$ cat src/rtl/wb_write_buffer.sv
// rtl/wb_write_buffer.sv - register write-back queue with youngest-entry lookup for decode
module wb_write_buffer #(
    parameter int DEPTH = 4,
    parameter int AW    = 5,
    parameter int DW    = 32
) (
    input  logic                       clk,
    input  logic                       rst_n,
    input  logic                       push,
    input  logic [AW-1:0]              push_rd,
    input  logic [DW-1:0]              push_data,
    input  logic                       wr_stall,
    output logic                       RegWrite,
    output logic [AW-1:0]              rd,
    output logic [DW-1:0]              WriteData,
    input  logic [AW-1:0]              rs_a,
    input  logic [AW-1:0]              rs_b,
    output logic                       hit_a,
    output logic                       hit_b,
    output logic [DW-1:0]              fwd_a,
    output logic [DW-1:0]              fwd_b,
    output logic [$clog2(DEPTH):0]     count,
    output logic                       full,
    output logic                       empty,
    output logic                       overflow
);

    localparam int PW = $clog2(DEPTH);
    localparam int CW = PW + 1;

    logic [PW-1:0]    wr_ptr_q, wr_ptr_d;
    logic [PW-1:0]    rd_ptr_q, rd_ptr_d;
    logic [CW-1:0]    count_q, count_d;
    logic [DEPTH-1:0] valid_q, valid_d;
    logic [AW-1:0]    ent_rd_q   [DEPTH];
    logic [AW-1:0]    ent_rd_d   [DEPTH];
    logic [DW-1:0]    ent_data_q [DEPTH];
    logic [DW-1:0]    ent_data_d [DEPTH];
    logic             overflow_q, overflow_d;

    logic             pop;
    logic             accept;
    logic             drop;
    logic [PW-1:0]    lk_idx;

    assign empty    = (count_q == '0);
    assign full     = (count_q == CW'(DEPTH));
    assign count    = count_q;
    assign overflow = overflow_q;

    // Writes to r0 are architecturally meaningless, so they never occupy a slot.
    assign pop    = !empty && !wr_stall;
    assign accept = push && (push_rd != '0) && (!full || pop);
    assign drop   = push && (push_rd != '0) && full && !pop;

    // Register-file port is driven purely from stored state; the head is written on negedge.
    assign RegWrite  = pop;
    assign rd        = empty ? '0 : ent_rd_q[rd_ptr_q];
    assign WriteData = empty ? '0 : ent_data_q[rd_ptr_q];

    // Queue bookkeeping; pop clears before accept sets so a full-queue slot can be reused.
    always_comb begin
        wr_ptr_d   = wr_ptr_q;
        rd_ptr_d   = rd_ptr_q;
        count_d    = count_q;
        valid_d    = valid_q;
        ent_rd_d   = ent_rd_q;
        ent_data_d = ent_data_q;
        overflow_d = overflow_q | drop;
        if (pop) begin
            valid_d[rd_ptr_q] = 1'b0;
            rd_ptr_d          = rd_ptr_q + PW'(1);
        end
        if (accept) begin
            valid_d[wr_ptr_q]    = 1'b1;
            ent_rd_d[wr_ptr_q]   = push_rd;
            ent_data_d[wr_ptr_q] = push_data;
            wr_ptr_d             = wr_ptr_q + PW'(1);
        end
        case ({accept, pop})
            2'b10:   count_d = count_q + CW'(1);
            2'b01:   count_d = count_q - CW'(1);
            default: count_d = count_q;
        endcase
    end

    // Lookup scans oldest to youngest so the last match (nearest wr_ptr) wins.
    always_comb begin
        hit_a  = 1'b0;
        hit_b  = 1'b0;
        fwd_a  = '0;
        fwd_b  = '0;
        lk_idx = rd_ptr_q;
        for (int i = 0; i < DEPTH; i++) begin
            lk_idx = rd_ptr_q + PW'(i);
            if (valid_q[lk_idx] && (rs_a != '0) && (ent_rd_q[lk_idx] == rs_a)) begin
                hit_a = 1'b1;
                fwd_a = ent_data_q[lk_idx];
            end
            if (valid_q[lk_idx] && (rs_b != '0) && (ent_rd_q[lk_idx] == rs_b)) begin
                hit_b = 1'b1;
                fwd_b = ent_data_q[lk_idx];
            end
        end
    end

    // State register with asynchronous clear of every queued write.
    always_ff @(posedge clk or negedge rst_n) begin
        if (!rst_n) begin
            wr_ptr_q   <= '0;
            rd_ptr_q   <= '0;
            count_q    <= '0;
            valid_q    <= '0;
            overflow_q <= 1'b0;
            for (int i = 0; i < DEPTH; i++) begin
                ent_rd_q[i]   <= '0;
                ent_data_q[i] <= '0;
            end
        end else begin
            wr_ptr_q   <= wr_ptr_d;
            rd_ptr_q   <= rd_ptr_d;
            count_q    <= count_d;
            valid_q    <= valid_d;
            overflow_q <= overflow_d;
            ent_rd_q   <= ent_rd_d;
            ent_data_q <= ent_data_d;
        end
    end

endmodule

$ cat config.mk
export PLATFORM = sky130hd
export DESIGN_NAME = wb_write_buffer
export DESIGN_NICKNAME = d
export VERILOG_FILES = /design/src/rtl/wb_write_buffer.sv
export SDC_FILE = /design/constraint.sdc
export NUM_CORES = 1
export LEC_CHECK = 0
export CELL_PAD_IN_SITES_DETAIL_PLACEMENT = 0
export CELL_PAD_IN_SITES_GLOBAL_PLACEMENT = 1
export CORE_UTILIZATION = 40
export DETAILED_ROUTE_END_ITERATION = 12
export PLACE_DENSITY = 0.77
export SKIP_CTS_REPAIR_TIMING = 1
export SLEW_MARGIN = 20
export SYNTH_ARGS = -nofsm -noshare
export SYNTH_HDL_FRONTEND = slang
export SYNTH_SLANG_ARGS = --single-unit
$ cat constraint.sdc
create_clock -name clk -period 13.35 [get_ports clk]
set_input_delay 3.3375 -clock clk [delete_from_list [all_inputs] [get_ports clk]]
set_output_delay 3.3375 -clock clk [all_outputs]
set_load 0.02 [all_outputs]
Word level (Yosys, flattened, before mapping)
Cells that the tools add are included.
- reductions and logical operators: 34
- bitwise logic cells: 9
- multiplexer cells: 63
- equality and inequality tests: 11
- $add $sub $neg: 6
- magnitude comparators: 13
- operators by type and width (kind ; number):
    two-way mux 32 bit ; 18
    binary-select mux 32 bit (select 2 bit) ; 4
    bitwise mux 128 bit ; 1
    demux 32 bit (select 2 bit) ; 1
    two-way mux 5 bit ; 10
    binary-select mux 5 bit (select 2 bit) ; 4
    equality test 5 bit ; 8
    logical AND 1 bit ; 24
    bitwise mux 20 bit ; 1
    greater-or-equal comparator 3 bit (second input constant) ; 5
    < comparator 2 x 3 -> 1 bit (second input constant) ; 5
    inverter 2 -> 3 bit ; 5
    nonzero test 5 bit ; 3
    two-way mux 1 bit ; 14
    demux 5 bit (select 2 bit) ; 1
    binary-select mux 1 bit (select 2 bit) ; 4
    two-way mux 4 bit ; 2
    one-hot mux 3 bit (2 select lines) ; 1
    adder 2 x 1 -> 2 bit (second input constant) ; 2
    adder 2 bit (second input constant) ; 2
    AND 4 bit ; 1
    demux 1 bit (select 2 bit) ; 2
    greater-or-equal comparator 2 x 1 -> 1 bit (second input constant) ; 2
    zero test 1 bit ; 4
    other kinds (12) ; 12
- logic and storage cells: 149
- input bits: 51
- output and inout bits: 110
- register bits after elaboration: 160

Longest topological paths before layout
Gate-level depths: netlist of the first run.
- depth in word-level cells: 10
- mapped depth: 16
- gate-level depth less buffers: 10

Worst setup path before layout of the first run
No wires, ideal clock.
- path type: input -> output
- from: in rs_b[1]
- to: out fwd_b[15]
- setup slack: 4.829 ns
- required time: 10.012 ns
- path buffers: 3
- data arrival time: 5.183 ns
- cell stages on the path: 9
- path through: clkbuf_1 nor3_1 nand2_1 nand3_1 or2_2 clkbuf_1 buf_4 a31oi_1 a211oi_1
- word-level cells in the longest chain between the ends: 7
- elaborated cells between the ends (all ways): 17
- classes of those cells: eq/ne: 4; mux: 4; reduce/logical: 9
- RTL lines (element ; line ; RTL):
    start, declared ; 17 ; input logic [AW-1:0] rs_b,
    nonzero test 5 bit ; 100 ; if (valid_q[lk_idx] && (rs_b != '0) && (ent_rd_q[lk_idx] == rs_b)) begin
    logical AND 1 bit (2 in series) ; 100 ;
    two-way mux 32 bit (3 in series) ; 100 ;
    two-way mux 32 bit * ; 100 ;
    end, declared ; 21 ; output logic [DW-1:0] fwd_b,
Every way passes the cells marked *; elsewhere a longest branch is shown, timed or not.

Final worst setup path of the first run
- from: in rs_b[1]
- to: out fwd_b[24]
The elaborated chain is that of the path after synthesis.

==> impl_metrics.toml, run 1 <==
[floorplan]
fp-row-count = 64
die_area_um2 = 32600
start_util_pct = 41.1
ios = 161
die_w_um = 180
die_y_um = 180
core-area_um2 = 31000

[detailed_routing]
wl_met1_mm = 15.8
dr.pass1.iters = 5
routed_via_density = 6.43
ant_nets = 0
drc = 0
first_iter_violations = 823
top_layer = "met5"
finalWirelength_mm = 37.9
wl_met3_mm = 2.56
wl_met2_mm = 18.4
dr_total_vias = 9934
wl_per_cell_um = 24.5

[timing]
slew_headroom_pct = 22.3
hold_viol = 0
maxSlewViolCount = 0
period_minus_slack_ns = 10.53
finalSetupViolCount = 0
final.setup.tns_ns = 0
fin_crit_sh_pct = 78.9
fmax_mhz = 95.0
finClkSkew_ns = 0.00991
max_slew.worst_pin.slew_ns = 1.16
rsz0062_at_grt = "no"
hold_slack_ns = 0.485

[clocking]
cts_root_buffer = "clkbuf_16"
cts_num_sinks = 160
path_clk_slew_ns = 0.07
cts_buffers = 17
clk_latency_ns = 0.44
cts_tree = "built"
clockBufferDepth = 2
ctsHtreeMaxLevel = 4

[power]
ir_worst_vdd_mv = 0.146
p_leak_uw = 0.00553
powerDensity_nw_per_um2 = 333

[global_routing]
grt_pass1_wl_mm = 59.3
antenna_found_initial = 2
grt_pass1_vias = 10036
overflow = 0
grt_max_degree = 88
grt_usage_pct = 23.7

[setup_path]
critPathKind = "in -> out"
crit_cells = 8
crit_path_end = "fwd_b[24]"
arrival_ns = 7.19
cp-end-kind = "output port"
crit_fanout = 33
critPathMostFrequentCell = "clkdlybuf4s50_1"
reg2reg_depth = 6
r2r_end = "valid_q[3]"
cp_num_buf_inv = 2
crit_path_cell_trace = "clkdlybuf4s50_1 -> nor3_1 -> nand2_1 -> nand3_2 -> or2_2 -> a311oi_1 -> o21ai_0 -> clkdlybuf4s50_1"
cp_slowest_cell = "or2_2"
r2r_slack_ns = 10.05
critPathMaxStageDelay_ns = 0.81
critPathRequiredTime_ns = 10.01
regToRegStartpoint = "rd_ptr_q[0]"
worst_setup_path_start_kind = "input port"
critPathLaunch = "rs_b[1]"
critPathTopFamily = "simple AND/OR/NAND/NOR gates"

[yosys]
yosysSeqAreaShare_pct = 31.4
ys_warn_count = 0
syn_area_um2 = 12700
ys.flop_type = "dfrtp_1"
async_flop_share_pct = 100
synth_fp_nets = 1112
synth_edf_count = 0
syn_inst = 1051
synth-seq-cells = 160
ys_types = 42
synth_area_per_cell_um2 = 12.1

[layout]
fillers = 2742
nNetsFinal = 1196
final_common_cell = "clkdlybuf4s50_1"
layout_common_cells = "clkdlybuf4s50_1 (159), dfrtp_1 (158), mux2_2 (149)"
drive_gt1_share_pct = 31.4
area_growth_pct = 18.1
final_cells = 1545

[status]
status = "finished, final reports clean"

[hold_path]
whs_path_depth = 1
min_path_type = "reg -> reg"

[placement]
portBuffers = 160
dpl.cell_count = 1512
place_hpwl_mm = 23.7
place_congestion = 0.867

[job]
drv_cap = 0
## where the power goes
| group | total [µW] | internal, µW | switching, µW |
|---|---|---|---|
| clock network | 477 | 259 | 218 |
| registers | 1090 | 738 | 348 |
| logic | 3450 | 1800 | 1650 |
| total | 5020 | 2800 | 2220 |
## registers in the layout (all words and copies together) (netlist names)
name,flops
ent_rd_q,20
count,3
wr_ptr_q,2
rd_ptr_q,2
overflow,1
ent_data_q,128
valid_q,4
## synth_stat cells (23+ instances only)
cell | count | share of area (%)
dfrtp_1 | 160 | 31
mux2_2 | 149 | 13
mux4_2 | 142 | 25
clkbuf_1 | 53 | 1.6
nand2_1 | 50 | 1.5
nor2_1 | 48 | 1.4
a211oi_1 | 46 | 2.7
nor3_1 | 43 | 1.7
buf_2 | 39 | 1.5
nand3_1 | 38 | 1.5
nor2b_1 | 37 | 1.8
xnor2_1 | 37 | 2.5
a31oi_1 | 30 | 1.5
nor3b_1 | 30 | 1.8
mux2i_1 | 29 | 2.3
o211ai_1 | 23 | 1.4
## per-stage QoR
| stage | setup slack, ns | total power (µW) | area [µm²] | util (%) |
|---|---|---|---|---|
| floorplan | 4.83 | 3470 | 12700 | - |
| global placement | 2.89 | 4480 | 14500 | 46.8 |
| detailed placement | 2.86 | 4530 | 14500 | 46.8 |
| CTS | 2.81 | 5030 | 15000 | 48.6 |
| global route | 2.62 | 5310 | 15100 | 48.6 |
| finish | 2.82 | 5020 | 15100 | 48.6 |
## cell type report
type	instances	area (µm²)	area share, %
clock inverters	14	131	0.873
clock buffers	18	429	2.85
diodes	1	2.50	0.0166
repair buffers	176	1720	11.4
well taps	396	495	3.29
inverters	10	37.5	0.249
multi-input cells	770	8220	54.6
flip-flops and latches	160	4010	26.7
## kinds of logic (layout without fill, tap and decap cells)
group	count (synthesis)	count (layout)	synth area share (%)
adder cells (fa/ha/maj)	10	10	1.04
buffers and inverters	121	218	4.55
XOR/XNOR	46	46	3.22
AO/OA/AOI/OAI	119	119	6.51
other	0	1	0
multiplexers	329	329	42.4
AND/OR/NAND/NOR	266	266	10.8
flip-flops	160	160	31.4
## worst min-delay path by stage
stage | from | end | slack (ns)
2_1_floorplan | valid_q[0] | valid_q[0] | 0.48
5_1_grt | overflow | overflow | 0.52
3_3_place_gp | overflow | overflow | 0.47
4_1_cts | overflow | overflow | 0.49
6_report | overflow | overflow | 0.48
3_5_place_dp | overflow | overflow | 0.47
## worst reg2reg max path, cell delays in order, from the launching register on
cell     delay, ns
dfrtp_4       1.07
buf_4         0.76
buf_4         0.82
ha_1          0.31
nand2_1       0.05
nand2_1       0.09
nand2_1       0.05
## routing by layer
| layer | track usage [%] | vias up |
|---|---|---|
| met5 | 0 | - |
| met4 | 10.1 | 2 |
| met3 | 4.65 | 65 |
| met2 | 38.9 | 440 |
| met1 | 30.6 | 5151 |
| li1 | - | 4276 |
(Power assumes the default switching activity.)
==> run 2: changes to the inputs <==
--- a/config.mk
+++ b/config.mk
@@ -9,7 +9,7 @@
 export CELL_PAD_IN_SITES_GLOBAL_PLACEMENT = 1
 export CORE_UTILIZATION = 40
 export DETAILED_ROUTE_END_ITERATION = 12
-export PLACE_DENSITY = 0.77
+export PLACE_DENSITY = 0.79
 export SKIP_CTS_REPAIR_TIMING = 1
 export SLEW_MARGIN = 20
 export SYNTH_ARGS = -nofsm -noshare
==> constraint.sdc (replaced) <==
create_clock -name clk -period 9.4 [get_ports clk]
set_input_delay 2.35 -clock clk [delete_from_list [all_inputs] [get_ports clk]]
set_output_delay 2.35 -clock clk [all_outputs]
set_load 0.02 [all_outputs]
==> impl_metrics.toml, run 2 (synthesis results as in run 1) <==
[placement]
portBuffers = 160
place_congestion = 0.873
place_hpwl_mm = 23.9
dpl_cell_area_um2 = 14500

[clocking]
cts_num_sinks = 160
ctsHtreeMaxLevel = 4
cts_root_buffer = "clkbuf_16"
cts_buffers = 17
path_clk_slew_ns = 0.07
clockBufferDepth = 2
cts_tree = "built"
clk_latency_ns = 0.44

[global_routing]
use_met3_pct = 4.57
grt_usage_pct = 24.1
use_met2_pct = 39.8
overflow = 0
use_met1_pct = 31.9
antenna_found_initial = 2
top_usage_layer = "met2"
grt_max_degree = 96
grt_pass1_vias = 10023
grt_pass1_wl_mm = 60.3

[timing]
rsz0062_at_grt = "no"
period_minus_slack_ns = 8.51
maxSlewViolCount = 0
hold_viol = 0
finalSetupViolCount = 0
hold_slack_ns = 0.488
final.setup.tns_ns = 0
max_slew.worst_pin.slew_ns = 1.18
slew_headroom_pct = 21.4
finClkSkew_ns = 0.0144
fin_crit_sh_pct = 90.5
fmax_mhz = 118

[floorplan]
core-area_um2 = 31000
die_y_um = 180
fp-row-count = 64
die_w_um = 180
die_area_um2 = 32600
start_util_pct = 41.1
ios = 161

[detailed_routing]
wl_per_cell_um = 24.9
dr_total_vias = 10008
routed_via_density = 6.47
first_iter_violations = 913
finalWirelength_mm = 38.6
dr.pass1.iters = 5
ant_nets = 0
drc = 0

[setup_path]
cp-end-kind = "output port"
critPathRequiredTime_ns = 7.05
critPathKind = "reg -> out"
worst_setup_path_start_kind = "register"
arrival_ns = 6.16
crit_fanout = 43

[power]
finalPower_uw = 7150
powerDensity_nw_per_um2 = 473
p_leak_uw = 0.00556
ir_worst_vdd_mv = 0.207

[status]
status = "finished, final reports clean"

[layout]
nNetsFinal = 1199
regMostFlops = "ent_data_q"
area_growth_pct = 18.5
top_regs = "ent_data_q x128, ent_rd_q x20, valid_q x4"
post-route-util_pct = 48.7
drive_gt1_share_pct = 31.7
final_common_cell = "clkdlybuf4s50_1"
final_area_um2 = 15100
largest_register_ff_count = 128
layout_common_cells = "clkdlybuf4s50_1 (159), dfrtp_1 (158), mux2_2 (149)"

[hold_path]
min_path_type = "reg -> reg"

[job]
drv_cap = 0
[run 2: cell count changes in the layout (fill, tap and decap cells not counted), moves of 2 or more]
cell and delta:
inv_8 +4, inv_6 +2, clkinvlp_4 -2, buf_6 +2, clkinv_4 -2
[run 2: routing by layer]
layer	share of wire (%)	wire [µm]	vias to the layer above
met3	6.6	2540	68
met2	49	19100	465
met1	42	16000	5193
met4	2.3	906	2
li1	-	-	4280
met5	0.029	11	-
[run 2: power by group]
part | total (µW) | internal, µW | switching, µW | leakage, µW
Combinational | 4960 | 2570 | 2390 | 0.00339
Sequential | 1500 | 1050 | 452 | 0.00189
Clock | 686 | 353 | 333 | 0.000277
Total | 7150 | 3970 | 3180 | 0.00556
[run 2: cell type report]
cell class | instances | area, µm²
diodes | 1 | 2.50
clock buffers | 17 | 425
clock inverters | 15 | 143
fillers | 2734 | 15900
inverters | 10 | 37.5
multi-input cells | 770 | 8230
flip-flops and latches | 160 | 4010
well taps | 396 | 495
repair buffers | 179 | 1750
[run 2: path summary, 6_finish.rpt]
kind	end	from	slack (ns)	cells after the start
worst max-delay path	fwd_a[26]	rd_ptr_q[0]	0.89	9
worst min-delay path	overflow	overflow	0.49	1
worst max register to register	rd_ptr_q[1]	rd_ptr_q[0]	6.37	5
worst min register to register	overflow	overflow	0.49	1
max in group asynchronous	rd_ptr_q[1]	rst_n	5.85	2
min in group asynchronous	ent_rd_q[13]	rst_n	2.02	1
[run 2: stage by stage]
stage,worst slack [ns],instances
2_1_floorplan,2.85,1051
3_3_place_gp,1.19,1515
3_5_place_dp,1.13,1515
4_1_cts,0.829,1547
5_1_grt,0.526,1547
6_report,0.893,1548
[run 2: worst max-delay path: stages (launching register included)]
cell             delay, ns
dfrtp_4               0.89
inv_1                 0.37
ha_4                  0.77
mux4_2                0.64
xor2_1                0.16
nor4_1                0.61
and2_1                0.70
o211ai_4              0.43
o211ai_1              0.43
clkdlybuf4s50_1       0.68
==> run 3: changes to the inputs <==
--- a/config.mk
+++ b/config.mk
@@ -8,10 +8,10 @@
 export CELL_PAD_IN_SITES_DETAIL_PLACEMENT = 0
 export CELL_PAD_IN_SITES_GLOBAL_PLACEMENT = 1
 export CORE_UTILIZATION = 40
+export CTS_CLUSTER_SIZE = 16
 export DETAILED_ROUTE_END_ITERATION = 12
 export PLACE_DENSITY = 0.79
 export SKIP_CTS_REPAIR_TIMING = 1
-export SLEW_MARGIN = 20
 export SYNTH_ARGS = -nofsm -noshare
 export SYNTH_HDL_FRONTEND = slang
 export SYNTH_SLANG_ARGS = --single-unit
==> impl_metrics.toml, run 3 (synthesis results as in run 1) <==
[status]
status = "finished, final reports clean"

[timing]
period_minus_slack_ns = 8.53
finClkSkew_ns = 0.0108
fmax_mhz = 117
final.setup.tns_ns = 0
max_slew.worst_pin.slew_ns = 1.17
fin_crit_sh_pct = 90.8
maxSlewViolCount = 0
slew_headroom_pct = 21.9
hold_viol = 0
timing.final.ws_setup_ns = 0.869
finalSetupViolCount = 0
rsz0062_at_grt = "no"

[placement]
pre_cts_slack_ns = 1.13
portBuffers = 160
place_congestion = 0.873
place_hpwl_mm = 23.9
dpl.cell_count = 1515

[layout]
regMostFlops = "ent_data_q"
final_common_cell = "clkdlybuf4s50_1"
fillers = 2733
post-route-util_pct = 48.7
area_growth_pct = 18.5
largest_register_ff_count = 128
layout_common_cells = "clkdlybuf4s50_1 (159), dfrtp_1 (158), mux2_2 (149)"
final_cells = 1548
drive_gt1_share_pct = 31.7
nNetsFinal = 1199
top_regs = "ent_data_q x128, ent_rd_q x20, valid_q x4"

[power]
p_leak_uw = 0.00556
ir_worst_vdd_mv = 0.212
powerDensity_nw_per_um2 = 474

[setup_path]
critPathKind = "reg -> out"
critPathRequiredTime_ns = 7.05
critPathMaxStageDelay_ns = 0.88
cp_slowest_cell = "dfrtp_4"
crit_path_cell_trace = "inv_1 -> ha_4 -> mux4_2 -> xor2_1 -> nor4_1 -> and2_1 -> o211ai_4 -> o211ai_1 -> clkdlybuf4s50_1"
cp-end-kind = "output port"
critPathTopFamily = "simple AND/OR/NAND/NOR gates"
crit_fanout = 43
worst_setup_path_start_kind = "register"
arrival_ns = 6.18
cp_num_buf_inv = 2

[detailed_routing]
wl_met2_mm = 19.1
wl_met3_mm = 2.57
top_layer = "met5"
wl_per_cell_um = 24.9
wl_met1_mm = 16.0
first_iter_violations = 834
finalWirelength_mm = 38.5
ant_nets = 0
dr_total_vias = 9997
routed_via_density = 6.46
dr.pass1.iters = 5
drc = 0

[floorplan]
die_w_um = 180
ios = 161
fp-row-count = 64
die_area_um2 = 32600
core-area_um2 = 31000
die_y_um = 180
start_util_pct = 41.1

[clocking]
clk_latency_ns = 0.43
clockBufferDepth = 2
cts_tree = "built"
path_clk_slew_ns = 0.07
cts_root_buffer = "clkbuf_16"
cts_buffers = 17
cts_num_sinks = 160
ctsHtreeMaxLevel = 4

[global_routing]
grt_usage_pct = 24.1
antenna_found_initial = 2
grt_max_degree = 96
grt_pass1_wl_mm = 60.3
overflow = 0
grt_pass1_vias = 10023

[job]
drv_cap = 0

[hold_path]
min_path_type = "reg -> reg"
==> run 3: cell types whose count changed in the layout (fill, tap and decap cells not counted) <==
| cell | previous run | this run |
|---|---|---|
| buf_6 | 3 | 1 |
| buf_4 | 17 | 19 |
==> run 3: worst paths after layout <==
check                                  from            to  cells past startpoint  slack, ns
min in group asynchronous             rst_n  ent_rd_q[13]                      1       2.02
worst max-delay path            rd_ptr_q[0]     fwd_a[31]                      9       0.87
worst min-delay path               overflow      overflow                      1       0.49
worst min register to register     overflow      overflow                      1       0.49
max in group asynchronous             rst_n   rd_ptr_q[1]                      2       5.85
worst max register to register  rd_ptr_q[0]   rd_ptr_q[1]                      5       6.37
==> run 3: power breakdown <==
| part | switching [µW] | total, µW | internal (µW) | leakage [µW] |
|---|---|---|---|---|
| registers | 452 | 1500 | 1050 | 0.00189 |
| clock network | 332 | 685 | 353 | 0.000277 |
| logic | 2390 | 4960 | 2570 | 0.00339 |
| total | 3180 | 7150 | 3970 | 0.00556 |
==> run 3: per-layer routing <==
layer / global-route usage (%) / up-vias
met5: 0 / -
met4: 8.27 / 2
li1: - / 4284
met3: 4.57 / 64
met2: 39.8 / 445
met1: 31.9 / 5202
==> run 3: per-stage QoR <==
| step | hold slack [ns] | power (µW) | cell area (µm²) |
|---|---|---|---|
| final | 0.488 | 7150 | 15100 |
| after global routing | 0.550 | 7550 | 15100 |
| after CTS | 0.498 | 7140 | 15100 |
| after detailed placement | 0.477 | 6450 | 14500 |
| after global placement | 0.476 | 6370 | 14500 |
| after floorplan | 0.482 | 4930 | 12700 |
==> run 3: final cells by class <==
class                           instances  area (µm²)  area share (%)
Antenna cell                            1        2.50          0.0166
Clock inverter                         15         143           0.945
Sequential cell                       160        4010            26.6
Timing Repair Buffer                  179        1750            11.6
Multi-Input combinational cell        770        8230            54.5
Tap cell                              396         495            3.28
Inverter                               10        37.5           0.249
Clock buffer                           17         425            2.82
